**src/rtl/control_pipe.sv**
```systemverilog
// control_pipe: pipelined main-control decoder for a 5-stage MIPS pipeline.
// Decodes opcode/funct in ID, carries the control bundle through ID/EX,
// EX/MEM and MEM/WB, detects load-use hazards (stall + bubble), squashes
// the two younger stages on a taken branch and counts illegal opcodes.
//
// Ports:
//   clk, reset            clock (rising edge), async active-low reset
//   enable                0 forces the ID decode to a bubble
//   instruccion, funcion  IF/ID opcode and funct
//   id_rs, id_rt          IF/ID register specifiers
//   branch_taken          MEM-stage branch resolution
//   jump, stall, flush    combinational PC / IF-ID control
//   ex_*                  ID/EX control register
//   mem_*                 EX/MEM control register
//   wb_*                  MEM/WB control register
//   illegal_cnt           saturating count of illegal opcodes entering ID/EX
module control_pipe #(
    parameter int OPW         = 6,
    parameter int FNW         = 6,
    parameter int REGW        = 5,
    parameter int CNTW        = 8,
    parameter bit LOAD_USE_EN = 1'b1
) (
    input  logic            clk,
    input  logic            reset,
    input  logic            enable,
    input  logic [OPW-1:0]  instruccion,
    input  logic [FNW-1:0]  funcion,
    input  logic [REGW-1:0] id_rs,
    input  logic [REGW-1:0] id_rt,
    input  logic            branch_taken,
    output logic            jump,
    output logic            stall,
    output logic            flush,
    output logic            ex_RegDst,
    output logic            ex_ALUSrc,
    output logic            ex_shiftC,
    output logic [1:0]      ex_ALUOp,
    output logic            ex_MemRead,
    output logic            mem_Branch,
    output logic            mem_MemRead,
    output logic            mem_MemWrite,
    output logic            wb_MemtoReg,
    output logic            wb_RegWrite,
    output logic [CNTW-1:0] illegal_cnt
);

    // Opcode / funct encodings
    localparam logic [OPW-1:0] OP_RTYPE = OPW'(6'b000000);
    localparam logic [OPW-1:0] OP_J     = OPW'(6'b000010);
    localparam logic [OPW-1:0] OP_BEQ   = OPW'(6'b000100);
    localparam logic [OPW-1:0] OP_BNE   = OPW'(6'b000101);
    localparam logic [OPW-1:0] OP_ADDI  = OPW'(6'b001000);
    localparam logic [OPW-1:0] OP_SLTI  = OPW'(6'b001010);
    localparam logic [OPW-1:0] OP_ANDI  = OPW'(6'b001100);
    localparam logic [OPW-1:0] OP_ORI   = OPW'(6'b001101);
    localparam logic [OPW-1:0] OP_XORI  = OPW'(6'b001110);
    localparam logic [OPW-1:0] OP_LB    = OPW'(6'b100000);
    localparam logic [OPW-1:0] OP_LH    = OPW'(6'b100001);
    localparam logic [OPW-1:0] OP_LW    = OPW'(6'b100011);
    localparam logic [OPW-1:0] OP_LBU   = OPW'(6'b100100);
    localparam logic [OPW-1:0] OP_LHU   = OPW'(6'b100101);
    localparam logic [OPW-1:0] OP_LWU   = OPW'(6'b100111);
    localparam logic [OPW-1:0] OP_SB    = OPW'(6'b101000);
    localparam logic [OPW-1:0] OP_SH    = OPW'(6'b101001);
    localparam logic [OPW-1:0] OP_SW    = OPW'(6'b101011);

    localparam logic [FNW-1:0] FN_SLL   = FNW'(6'b000000);
    localparam logic [FNW-1:0] FN_SRL   = FNW'(6'b000010);
    localparam logic [FNW-1:0] FN_SRA   = FNW'(6'b000011);

    // Control bundle bit positions
    localparam int B_REGDST   = 0;
    localparam int B_ALUSRC   = 1;
    localparam int B_SHIFTC   = 2;
    localparam int B_ALUOP    = 3;   // two bits: [4:3]
    localparam int B_MEMREAD  = 5;
    localparam int B_MEMWRITE = 6;
    localparam int B_BRANCH   = 7;
    localparam int B_MEMTOREG = 8;
    localparam int B_REGWRITE = 9;
    localparam int BW         = 10;

    // EX/MEM keeps {RegWrite, MemtoReg, Branch, MemWrite, MemRead}
    localparam int M_MEMREAD  = 0;
    localparam int M_MEMWRITE = 1;
    localparam int M_BRANCH   = 2;
    localparam int M_MEMTOREG = 3;
    localparam int M_REGWRITE = 4;

    // MEM/WB keeps {RegWrite, MemtoReg}
    localparam int W_MEMTOREG = 0;
    localparam int W_REGWRITE = 1;

    logic [BW-1:0]   dec;
    logic            dec_is_j;
    logic            dec_illegal;
    logic            dec_rt_used;

    logic [BW-1:0]   ex_q,  ex_d;
    logic [REGW-1:0] ex_rt_q, ex_rt_d;
    logic [4:0]      mem_q, mem_d;
    logic [1:0]      wb_q,  wb_d;
    logic [CNTW-1:0] cnt_q, cnt_d;

    logic            hazard;
    logic            bubble_id;

    // Raw decode of the opcode in ID; enable is applied later so the
    // hazard check still sees which operand fields the instruction reads.
    always_comb begin
        dec         = '0;
        dec_is_j    = 1'b0;
        dec_illegal = 1'b0;
        dec_rt_used = 1'b0;
        case (instruccion)
            OP_RTYPE: begin
                dec[B_REGDST]          = 1'b1;
                dec[B_REGWRITE]        = 1'b1;
                dec[B_ALUOP +: 2]      = 2'b10;
                dec_rt_used            = 1'b1;
                if (funcion == FN_SLL || funcion == FN_SRL || funcion == FN_SRA)
                    dec[B_SHIFTC] = 1'b1;
            end
            OP_LW, OP_LB, OP_LH, OP_LWU, OP_LBU, OP_LHU: begin
                dec[B_MEMREAD]  = 1'b1;
                dec[B_MEMTOREG] = 1'b1;
                dec[B_ALUSRC]   = 1'b1;
                dec[B_REGWRITE] = 1'b1;
            end
            OP_SW, OP_SH, OP_SB: begin
                dec[B_MEMWRITE] = 1'b1;
                dec[B_ALUSRC]   = 1'b1;
                dec_rt_used     = 1'b1;
            end
            OP_ANDI, OP_ORI, OP_XORI, OP_ADDI, OP_SLTI: begin
                dec[B_ALUSRC]     = 1'b1;
                dec[B_REGWRITE]   = 1'b1;
                dec[B_ALUOP +: 2] = 2'b10;
            end
            OP_BEQ, OP_BNE: begin
                dec[B_BRANCH]     = 1'b1;
                dec[B_ALUOP +: 2] = 2'b01;
                dec_rt_used       = 1'b1;
            end
            OP_J: begin
                dec_is_j = 1'b1;
            end
            default: begin
                dec_illegal = 1'b1;
            end
        endcase
    end

    // Load-use hazard against the load currently in EX
    always_comb begin
        hazard = 1'b0;
        if (LOAD_USE_EN && ex_q[B_MEMREAD] && (ex_rt_q != '0)) begin
            if ((ex_rt_q == id_rs) || ((ex_rt_q == id_rt) && dec_rt_used))
                hazard = 1'b1;
        end
    end

    assign stall = hazard & ~branch_taken;
    assign jump  = enable & dec_is_j & ~stall & ~branch_taken;
    assign flush = branch_taken | jump;

    // A J or illegal opcode decodes to an all-zero bundle, so only these
    // three conditions need to force the bubble explicitly.
    assign bubble_id = branch_taken | stall | ~enable;

    always_comb begin
        ex_d    = bubble_id ? '0 : dec;
        ex_rt_d = bubble_id ? '0 : id_rt;

        mem_d   = '0;
        if (!branch_taken) begin
            mem_d[M_MEMREAD]  = ex_q[B_MEMREAD];
            mem_d[M_MEMWRITE] = ex_q[B_MEMWRITE];
            mem_d[M_BRANCH]   = ex_q[B_BRANCH];
            mem_d[M_MEMTOREG] = ex_q[B_MEMTOREG];
            mem_d[M_REGWRITE] = ex_q[B_REGWRITE];
        end

        wb_d[W_MEMTOREG] = mem_q[M_MEMTOREG];
        wb_d[W_REGWRITE] = mem_q[M_REGWRITE];

        cnt_d = cnt_q;
        if (enable && dec_illegal && !bubble_id && (cnt_q != {CNTW{1'b1}}))
            cnt_d = cnt_q + CNTW'(1);
    end

    always_ff @(posedge clk or negedge reset) begin
        if (!reset) begin
            ex_q    <= '0;
            ex_rt_q <= '0;
            mem_q   <= '0;
            wb_q    <= '0;
            cnt_q   <= '0;
        end else begin
            ex_q    <= ex_d;
            ex_rt_q <= ex_rt_d;
            mem_q   <= mem_d;
            wb_q    <= wb_d;
            cnt_q   <= cnt_d;
        end
    end

    assign ex_RegDst    = ex_q[B_REGDST];
    assign ex_ALUSrc    = ex_q[B_ALUSRC];
    assign ex_shiftC    = ex_q[B_SHIFTC];
    assign ex_ALUOp     = ex_q[B_ALUOP +: 2];
    assign ex_MemRead   = ex_q[B_MEMREAD];
    assign mem_Branch   = mem_q[M_BRANCH];
    assign mem_MemRead  = mem_q[M_MEMREAD];
    assign mem_MemWrite = mem_q[M_MEMWRITE];
    assign wb_MemtoReg  = wb_q[W_MEMTOREG];
    assign wb_RegWrite  = wb_q[W_REGWRITE];
    assign illegal_cnt  = cnt_q;

endmodule

```
**config.mk**
```make
export PLATFORM = sky130hd
export DESIGN_NAME = control_pipe
export DESIGN_NICKNAME = d
export VERILOG_FILES = /design/src/rtl/control_pipe.sv
export SDC_FILE = /design/constraint.sdc
export NUM_CORES = 1
export LEC_CHECK = 0
export CAP_MARGIN = 20
export CELL_PAD_IN_SITES_DETAIL_PLACEMENT = 0
export CELL_PAD_IN_SITES_GLOBAL_PLACEMENT = 1
export CORE_MARGIN = 5
export CORE_UTILIZATION = 30
export DETAILED_ROUTE_END_ITERATION = 12
export PLACE_DENSITY = 0.78
export SKIP_CTS_REPAIR_TIMING = 1
export SYNTH_ARGS = -nofsm -noshare
export SYNTH_HDL_FRONTEND = slang
export SYNTH_SLANG_ARGS = --single-unit
```
**constraint.sdc**
```tcl
create_clock -name clk -period 2.69 [get_ports clk]
set_input_delay 0.6725 -clock clk [delete_from_list [all_inputs] [get_ports clk]]
set_output_delay 0.6725 -clock clk [all_outputs]
set_load 0.01 [all_outputs]
```
Word level (Yosys, flattened, before mapping). Index checks and enable logic that the tools add are counted.

Register bits: 30. Logic and storage cells: 75.

$add $sub $neg: 1. Equal/unequal tests: 22. Multiplexer cells: 17. Bitwise gates (word level): 10. Reduce and logical (&&, ||, !) cells: 20.

Operator list (number): $eq A6 B6 Y1 const B (9); $eq A6 B4 Y1 const B (5); $eq A6 B2 Y1 const B (3); $reduce_or A18 Y1 (1); $reduce_or A6 Y1 (3); $reduce_or A14 Y1 (1); $mux W1 (13); $eq A6 B3 Y1 const B (2); $logic_not A6 Y1 (2); $reduce_or A12 Y1 (1); $eq A5 B5 Y1 (2); $mux W10 (1); $mux W5 (2); $add A8 B1 Y8 const B (1); $ne A8 B8 Y1 const B (1); $logic_and A1 B1 Y1 (5); $reduce_bool A5 Y1 (1); $and A1 B1 Y1 (4); $pmux W2 S2 (1); $logic_or A1 B1 Y1 (3); $not A1 Y1 (3); $or A1 B1 Y1 (3); $reduce_or A3 Y1 (1); $reduce_or A2 Y1 (1); $logic_not A1 Y1 (1).

Depth between registers and ports, before layout. Gate-level depths: netlist of run 1.

Depth in word-level cells: 13. Gate-level depth with buffers: 8.

Worst setup path before layout of run 1. Ideal clock, no wire load.

Path kind: input to output. Start point: in instruccion[0]. End point: out jump. Arrival: 2.179 ns. Required time: 2.017 ns. Setup slack: -0.161 ns. Stages on the path: 7. Cell sequence: buf_2 -> nor2b_1 -> or3_1 -> a2111oi_2 -> nor4b_4 -> buf_6 -> and3_1.

Longest elaborated chain between the ends: 11. Elaborated cells on any way between the ends: 19. Classes of those cells: eq/ne: 6; mux: 4; bitwise: 5; reduce/logical: 4.

Ends and longest elaborated chain: start, declared (line 27) `input logic [OPW-1:0] instruccion,`; $eq A6 B3 Y1, or another cell as far along (line 116) `case (instruccion)`; $reduce_or A6 Y1 (no line); $mux W1 (line 116); $logic_and A1 B1 Y1 (line 159) `if ((ex_rt_q == id_rs) || ((ex_rt_q == id_rt) && dec_rt_used))`; $logic_or A1 B1 Y1 (line 159); $mux W1 (line 159); $mux W1 (line 158) `if (LOAD_USE_EN && ex_q[B_MEMREAD] && (ex_rt_q != '0)) begin`; $and A1 B1 Y1 (line 164) `assign stall = hazard & ~branch_taken;`; $not A1 Y1 (line 165) `assign jump = enable & dec_is_j & ~stall & ~branch_taken;`; $and A1 B1 Y1 (*) (2 in series) (line 165); end, declared (line 32) `output logic jump,`.

Every way passes the cells marked *; elsewhere a longest branch is shown, timed or not.

Worst setup path in the final report of run 1.
Start point: reg ex_rt_q[4]. End point: out jump.

Longest elaborated chain between the ends: 9. Elaborated cells on any way between the ends: 12. Classes of those cells: eq/ne: 2; mux: 2; bitwise: 4; reduce/logical: 4.

Ends and longest elaborated chain: start, declared (line 101) `logic [REGW-1:0] ex_rt_q, ex_rt_d;`; start signal, assigned (line 202) `ex_rt_q <= ex_rt_d;`; $eq A5 B5 Y1 (line 159); $logic_and A1 B1 Y1 (line 159); $logic_or A1 B1 Y1 (line 159); $mux W1 (line 159); $mux W1 (*) (line 158); $and A1 B1 Y1 (*) (line 164); $not A1 Y1 (*) (line 165); $and A1 B1 Y1 (*) (2 in series) (line 165).

Marked as above.

==> results_tabular.tex, run 1 <==
\begin{tabular}{lr}
\hline
Metric & Value \\
\hline
\multicolumn{2}{l}{\textbf{Synth}} \\
Net count after synthesis & 152 \\
Main combinational cell family by area after synthesis & simple AND/OR/NAND/NOR gates \\
Area share of fa/ha/maj cells after synthesis & 0.00917 \\
Mean post-synth cell area & 10.9 um2 \\
Share of the synthesized area in compound gates (AO/OA/AOI/OAI) & 0.0670 \\
Proportion of netlist area held by the largest area contributor & 0.495 \\
Synthesized-area fraction occupied by xor and xnor cells & 0.109 \\
Cell area after technology mapping & 0.00136 mm2 \\
Cells taking the most area after synthesis & sky130\_fd\_sc\_hd\_\_dfrtp\_1 50\%, sky130\_fd\_sc\_hd\_\_xnor2\_1 9.6\%, sky130\_fd\_sc\_hd\_\_and3\_1 6.0\% \\
Number of distinct library cells after synthesis & 34 \\
Main flop type after synthesis & sky130\_fd\_sc\_hd\_\_dfrtp\_1 \\
Number of flops mapped to enable cells by yosys & 0 \\
Yosys warning total & 0 \\
Synthesized flop and latch total & 27 \\
Cell accounting for the most synthesized area & sky130\_fd\_sc\_hd\_\_dfrtp\_1 \\
Simple-gate area share of the yosys netlist & 0.273 \\
Synthesized instance count & 125 \\
Multiplexer area fraction after synthesis & 0.00826 \\
Part of the Yosys area used for sequential elements & 0.495 \\
Async S/R FF share, synth & 1.00 \\
\multicolumn{2}{l}{\textbf{Outcome}} \\
Outcome & finished with violations \\
Violated checks & setup timing \\
\multicolumn{2}{l}{\textbf{Timing}} \\
Total setup violations reported at the end of the flow & 2 \\
Final number of max-transition violations & 0 \\
Slew at the pin closest to its max-slew limit & 0.332 ns \\
Final critical path time including I/O delays and setup & 2.89 ns \\
Period utilization & 1.07 \\
Worst-case setup margin in the final layout & -0.201 ns \\
Worst slew slack as a fraction of its limit & 0.777 \\
Achievable clock frequency & 346 MHz \\
Hold violation total from the final report & 0 \\
Setup skew after layout & 0.00483 ns \\
RSZ-0062 raised after global routing & yes \\
\multicolumn{2}{l}{\textbf{Critical path}} \\
Type of destination of the critical path & primary output \\
Maximum fanout along the worst path & 2 \\
Category of the critical setup timing path & flop to primary output \\
Endpoint arrival time on the critical path & 2.22 ns \\
Setup slack, reg-to-reg & 0.26 ns \\
Type of origin of the critical path & flop \\
Required arrival time at the worst endpoint & 2.02 ns \\
\multicolumn{2}{l}{\textbf{Floorplanning}} \\
Die Outline Area & 0.00599 mm2 \\
Starting density of the core & 0.311 \\
Row Count & 24 \\
I/O Pins & 48 \\
Overall die height & 77.4 um \\
Chip width & 77.4 um \\
CORE AREA & 0.00438 mm2 \\
\multicolumn{2}{l}{\textbf{Pwr}} \\
Leakage & 1.11 nW \\
P\_sw & 0.000292 W \\
Maximum vdd drop & 0.000209 V \\
Fraction of power consumed by the clock network & 0.228 \\
Power per cell area & 459 mW/mm2 \\
Combinational share of power & 0.295 \\
Proportion of power drawn by flip-flops and latches & 0.477 \\
Internal power contribution & 0.000733 W \\
Net switching fraction of the power & 0.285 \\
\multicolumn{2}{l}{\textbf{Final layout}} \\
Number of antenna repair diodes & 0 \\
Filler cells & 387 \\
Footprint of the multi-input gates & 713 um2 \\
Nets & 227 \\
Most common cell after layout, fill and taps aside & sky130\_fd\_sc\_hd\_\_clkdlybuf4s50\_1 \\
Final design area excluding fillers & 0.00223 mm2 \\
Ratio of cells with drive above 1 in the final layout & 0.256 \\
Highest-count cells in the layout ignoring fill and taps & 31 x sky130\_fd\_sc\_hd\_\_clkdlybuf4s50\_1, 27 x sky130\_fd\_sc\_hd\_\_dfrtp\_1, 27 x sky130\_fd\_sc\_hd\_\_buf\_4 \\
Layout area overhead & 63.7\% \\
Footprint of the flip-flops and latches & 676 um2 \\
\multicolumn{2}{l}{\textbf{GRT}} \\
Global-route total usage across every layer & 0.120 \\
Initial antenna violation count & 0 \\
First-pass GRT wire length & 5990 um \\
Number of global-route vias before repair & 1,239 \\
Pin count of the biggest net entering global routing & 28 \\
GRT overflow & 0 \\
\multicolumn{2}{l}{\textbf{Placed design}} \\
HPWL reported at the end of detailed placement & 2750 um \\
Placer Congestion & 0.880 \\
Post-place instance area & 0.00208 mm2 \\
Worst Setup Slack post-DPL & -0.920 ns \\
Buffers added on ports & 47 \\
\multicolumn{2}{l}{\textbf{Clocking}} \\
Maximum clock path buffer count & 2 \\
Number of clock buffers inserted by TritonCTS & 3 \\
Worst-path clk slew & 0.10 ns \\
Clock latency at the later pin of the worst-skew pair & 0.27 ns \\
Total number of clock tree sinks & 27 \\
CTS tree & yes \\
CTS H-tree depth & 1 \\
Clock Tree Root & sky130\_fd\_sc\_hd\_\_clkbuf\_8 \\
\multicolumn{2}{l}{\textbf{Route}} \\
DRC & 0 \\
Average via count per standard cell & 4.77 \\
Wirelength per Cell & 14.1 um \\
Final wirelength & 3550 um \\
Number of antenna-violating nets in the routed design & 0 \\
Number of search-and-repair iterations in the first detailed-routing pass & 4 \\
Drt initial violations & 41 \\
DR vias & 1,197 \\
\multicolumn{2}{l}{\textbf{Run}} \\
Max-cap viol count & 0 \\
\multicolumn{2}{l}{\textbf{Worst hold path}} \\
Type of the worst min-delay path & flop to flop \\
\hline
\end{tabular}
[worst max-delay path, cell delays in order (launching register included)]
cell and delay [ns]:
sky130_fd_sc_hd__dfrtp_1 0.39, sky130_fd_sc_hd__or4_1 0.54, sky130_fd_sc_hd__o21ai_2 0.17, sky130_fd_sc_hd__buf_4 0.14, sky130_fd_sc_hd__a2111oi_4 0.03, sky130_fd_sc_hd__buf_4 0.14
sky130_fd_sc_hd__nor4b_4 0.23, sky130_fd_sc_hd__and3_4 0.22, sky130_fd_sc_hd__buf_6 0.09
[state kept, by name (all words and copies together) (netlist names)]
signal and flops:
illegal_cnt 8, mem_q 4, wb_q 2, ex_rt_q 5, ex_q 8
[area by class of cell]
cell class,instances,share of cell area
Timing Repair Buffer,76,0.322
Multi-Input combinational cell,89,0.320
Sequential cell,27,0.303
Tap cell,52,0.0291
Clock buffer,3,0.0185
Inverter,3,0.00504
Clock inverter,1,0.00336
[synth_stat cells (3+ instances only)]
master / count
sky130_fd_sc_hd__o21ai_0: 3
sky130_fd_sc_hd__dfrtp_1: 27
sky130_fd_sc_hd__nand3_1: 8
sky130_fd_sc_hd__and3_1: 13
sky130_fd_sc_hd__nor4_1: 3
sky130_fd_sc_hd__and2_1: 5
sky130_fd_sc_hd__nand2_1: 3
sky130_fd_sc_hd__xnor2_1: 15
sky130_fd_sc_hd__a31oi_1: 3
sky130_fd_sc_hd__nor2b_1: 9
sky130_fd_sc_hd__inv_1: 3
sky130_fd_sc_hd__nand2b_1: 4
[stage by stage]
stage / hold WS [ns] / util / total power [W] / std cells / setup TNS [ns]
after floorplan: 0.331 / - / 0.000619 / 125 / -0.0209
after global placement: 0.343 / 0.474 / 0.000787 / 243 / -3.70
after detailed placement: 0.352 / 0.474 / 0.000796 / 243 / -4.37
after CTS: 0.376 / 0.485 / 0.00103 / 247 / -2.57
after global routing: 0.389 / 0.509 / 0.00109 / 251 / -0.412
final: 0.371 / 0.509 / 0.00103 / 251 / -0.225
[power groups by stage]
stage | Sequential (W) | Combinational, W | Clock [W]
final | 0.000489 | 0.000303 | 0.000234
after floorplan | 0.000511 | 0.000108 | 0
after CTS | 0.000491 | 0.000298 | 0.000245
after global placement | 0.000496 | 0.000291 | 0
after global routing | 0.000500 | 0.000330 | 0.000263
after detailed placement | 0.000499 | 0.000297 | 0
[path summary, 6_finish.rpt]
| kind | from | endpoint | cells past startpoint |
|---|---|---|---|
| max in group asynchronous | reset | illegal_cnt[3]$_DFFE_PN0P_ | 2 |
| worst max register to register | ex_rt_q[4]$_DFF_PN0_ | ex_q[8]$_DFF_PN0_ | 9 |
| worst min register to register | mem_q[4]$_DFF_PN0_ | wb_q[1]$_DFF_PN0_ | 0 |
| worst max-delay path | ex_rt_q[4]$_DFF_PN0_ | jump | 8 |
| worst min-delay path | mem_q[4]$_DFF_PN0_ | wb_q[1]$_DFF_PN0_ | 0 |
| min in group asynchronous | reset | wb_q[1]$_DFF_PN0_ | 2 |
[logic make-up (layout without fill, tap and decap cells)]
family / Yosys count / count (layout)
adder cells (fa/ha/maj): 1 / 1
XOR/XNOR: 17 / 17
AO/OA/AOI/OAI: 13 / 13
buffers and inverters: 9 / 83
multiplexers: 1 / 1
AND/OR/NAND/NOR: 57 / 57
flip-flops: 27 / 27
[routing by layer]
metal  GRT usage  routed length, um
met1       0.141               1460
met5           0                  0
met2       0.217               1860
met4      0.0361                 44
met3      0.0255                186
Note: power is estimated with default switching activity, not from simulation.
==> inputs of run 2 (changes only) <==
ABC_AREA = 1   (was unset)
CAP_MARGIN = unset   (was 20)
PLACE_DENSITY = 0.8   (was 0.78)
==> results_tabular.tex, run 2 <==
\begin{tabular}{lr}
\hline
Metric & Value \\
\hline
\multicolumn{2}{l}{\textbf{Synth}} \\
Area share of fa/ha/maj cells after synthesis & 0.00834 \\
Simple-gate area share of the yosys netlist & 0.355 \\
Synthesized flop and latch total & 27 \\
Cells taking the most area after synthesis & sky130\_fd\_sc\_hd\_\_dfrtp\_1 45\%, sky130\_fd\_sc\_hd\_\_nand2\_1 8.0\%, sky130\_fd\_sc\_hd\_\_nor2\_1 8.0\% \\
Cell accounting for the most synthesized area & sky130\_fd\_sc\_hd\_\_dfrtp\_1 \\
Main combinational cell family by area after synthesis & simple AND/OR/NAND/NOR gates \\
Multiplexer area fraction after synthesis & 0 \\
Cell area after technology mapping & 0.00150 mm2 \\
Proportion of netlist area held by the largest area contributor & 0.450 \\
Part of the Yosys area used for sequential elements & 0.450 \\
Synthesized instance count & 186 \\
Number of flops mapped to enable cells by yosys & 0 \\
Ranking of synthesized cells by instance count & 32 x sky130\_fd\_sc\_hd\_\_nand2\_1, 32 x sky130\_fd\_sc\_hd\_\_nor2\_1, 27 x sky130\_fd\_sc\_hd\_\_dfrtp\_1 \\
Share of the synthesized area in compound gates (AO/OA/AOI/OAI) & 0.0167 \\
Main flop type after synthesis & sky130\_fd\_sc\_hd\_\_dfrtp\_1 \\
Yosys warning total & 0 \\
Async S/R FF share, synth & 1.00 \\
Synthesized-area fraction occupied by xor and xnor cells & 0.0642 \\
Number of distinct library cells after synthesis & 23 \\
Net count after synthesis & 213 \\
Mean post-synth cell area & 8.07 um2 \\
\multicolumn{2}{l}{\textbf{Critical path}} \\
Ordered list of cells on the worst path & clkdlybuf4s50\_1, xnor2\_1, nand4\_1, nand2\_2, nand2\_4, nand2\_2, nand2\_1, dlymetal6s2s\_1 \\
Required arrival time at the worst endpoint & 2.02 ns \\
Stage delay of the slowest cell on the critical path & 0.47 ns \\
Top cell family by delay on the critical path & buffers and inverters \\
Setup slack, reg-to-reg & 1.04 ns \\
Maximum fanout along the worst path & 4 \\
Type of destination of the critical path & primary output \\
Type of origin of the critical path & input port \\
Cell mode on critical path & sky130\_fd\_sc\_hd\_\_nand2\_2 \\
Cell at the slowest stage of the critical path & sky130\_fd\_sc\_hd\_\_clkdlybuf4s50\_1 \\
Critical path buffers and inverters & 2 \\
Category of the critical setup timing path & input port to primary output \\
Endpoint arrival time on the critical path & 1.85 ns \\
\multicolumn{2}{l}{\textbf{GRT}} \\
Global-route total usage across every layer & 0.117 \\
GRT overflow & 0 \\
First-pass GRT wire length & 5980 um \\
Pin count of the biggest net entering global routing & 28 \\
Number of global-route vias before repair & 1,341 \\
Initial antenna violation count & 0 \\
\multicolumn{2}{l}{\textbf{Route}} \\
Number of search-and-repair iterations in the first detailed-routing pass & 4 \\
Number of antenna-violating nets in the routed design & 0 \\
DR vias & 1,352 \\
Drt initial violations & 47 \\
Average via count per standard cell & 4.31 \\
Final wirelength & 3570 um \\
Wirelength per Cell & 11.4 um \\
DRC & 0 \\
\multicolumn{2}{l}{\textbf{Final layout}} \\
Nets & 275 \\
Filler cells & 479 \\
Final design area excluding fillers & 0.00221 mm2 \\
Layout area overhead & 47.6\% \\
Ratio of cells with drive above 1 in the final layout & 0.174 \\
Final cell count without fillers & 314 \\
Most common cell after layout, fill and taps aside & sky130\_fd\_sc\_hd\_\_nand2\_1 \\
Highest-count cells in the layout ignoring fill and taps & 32 x sky130\_fd\_sc\_hd\_\_nand2\_1, 31 x sky130\_fd\_sc\_hd\_\_clkdlybuf4s50\_1, 29 x sky130\_fd\_sc\_hd\_\_nor2\_1 \\
Number of antenna repair diodes & 0 \\
\multicolumn{2}{l}{\textbf{Timing}} \\
Period utilization & 0.937 \\
Final number of max-transition violations & 0 \\
RSZ-0062 raised after global routing & no \\
Worst slew slack as a fraction of its limit & 0.742 \\
Achievable clock frequency & 397 MHz \\
Hold violation total from the final report & 0 \\
Aggregate negative setup slack & 0 ns \\
Total setup violations reported at the end of the flow & 0 \\
Final critical path time including I/O delays and setup & 2.52 ns \\
Setup skew after layout & 0.00336 ns \\
Slew at the pin closest to its max-slew limit & 0.384 ns \\
Worst hold slack after final layout & 0.355 ns \\
\multicolumn{2}{l}{\textbf{Placed design}} \\
Post-place instance area & 0.00212 mm2 \\
HPWL reported at the end of detailed placement & 2790 um \\
Placed Cells incl. Taps & 309 \\
Placer Congestion & 0.823 \\
Buffers added on ports & 47 \\
\multicolumn{2}{l}{\textbf{Floorplanning}} \\
CORE AREA & 0.00479 mm2 \\
Chip width & 80.7 um \\
I/O Pins & 48 \\
Overall die height & 80.7 um \\
Starting density of the core & 0.313 \\
Row Count & 25 \\
Die Outline Area & 0.00651 mm2 \\
\multicolumn{2}{l}{\textbf{Clocking}} \\
Maximum clock path buffer count & 2 \\
Total number of clock tree sinks & 27 \\
Number of clock buffers inserted by TritonCTS & 3 \\
Clock latency at the later pin of the worst-skew pair & 0.27 ns \\
Clock Tree Root & sky130\_fd\_sc\_hd\_\_clkbuf\_8 \\
CTS tree & yes \\
Worst-path clk slew & 0.09 ns \\
CTS H-tree depth & 1 \\
\multicolumn{2}{l}{\textbf{Pwr}} \\
Power per cell area & 425 mW/mm2 \\
Leakage & 1.18 nW \\
Sum of internal, switching and leakage power & 0.000942 W \\
Maximum vdd drop & 0.000179 V \\
\multicolumn{2}{l}{\textbf{Worst hold path}} \\
Type of the worst min-delay path & flop to flop \\
\multicolumn{2}{l}{\textbf{Outcome}} \\
Outcome & finished, final reports clean \\
\multicolumn{2}{l}{\textbf{Run}} \\
Max-cap viol count & 0 \\
\hline
\end{tabular}
[run 2: kinds of logic after synthesis]
logic type                 count (synthesis)
buffers and inverters                     35
AOI/OAI and AO/OA                          5
adders and majority gates                  1
xor gates and xnor gates                  11
and+or+nand+nor                          107
DFF                                       27
[run 2: layout make-up]
cell class              count  area, um2  share of cell area
repair buffers             63        623               0.281
inverters                  29        109              0.0492
well taps                  67       83.8              0.0379
multi-input cells         124        678               0.306
clock buffers               4       45.0              0.0203
flip-flops and latches     27        676               0.305
[run 2: per-layer routing]
layer  global-route usage  vias up  wire length [um]
met2                0.207       32              1790
met5                    0        -                 0
li1                     -      704                 -
met4               0.0405        0                38
met1                0.144      614              1530
met3               0.0168        2               211
[run 2: per-stage QoR]
step / util / worst slack (ns)
floorplan: - / 0.487
global placement: 0.443 / -0.433
detailed placement: 0.443 / -0.470
CTS: 0.452 / -0.471
global route: 0.463 / 0.0577
finish: 0.463 / 0.170
[run 2: worst reg2reg max path, cell delays in order (launching register included)]
cell and delay [ns]:
sky130_fd_sc_hd__dfrtp_1 0.43, sky130_fd_sc_hd__ha_1 0.25, sky130_fd_sc_hd__nand3_1 0.15, sky130_fd_sc_hd__nor2_1 0.07, sky130_fd_sc_hd__nor2_1 0.12, sky130_fd_sc_hd__nand2_2 0.08
sky130_fd_sc_hd__inv_2 0.13, sky130_fd_sc_hd__nand3_2 0.17, sky130_fd_sc_hd__nand2_1 0.09, sky130_fd_sc_hd__nand2_1 0.05
[run 2: final timing paths]
path | from | end | cells past startpoint
max | id_rs[3] | flush | 8
min | mem_q[4]$_DFF_PN0_ | wb_q[1]$_DFF_PN0_ | 0
max reg2reg | illegal_cnt[0]$_DFFE_PN0P_ | illegal_cnt[2]$_DFFE_PN0P_ | 9
min reg2reg | mem_q[4]$_DFF_PN0_ | wb_q[1]$_DFF_PN0_ | 0
max in group asynchronous | reset | ex_q[4]$_DFF_PN0_ | 2
min in group asynchronous | reset | illegal_cnt[1]$_DFFE_PN0P_ | 2
[run 2: power by group]
group | switching, W | leakage, nW | internal, W
clock network | 0.000118 | 0.0228 | 0.000106
logic | 0.000116 | 0.788 | 0.000132
registers | 0.0000347 | 0.369 | 0.000435
==> inputs of run 3 (changes only) <==
HOLD_SLACK_MARGIN = 0.06   (was unset)
==> results of run 3 <==
No change in the layout: final DEF, timing and power equal those of run 2.
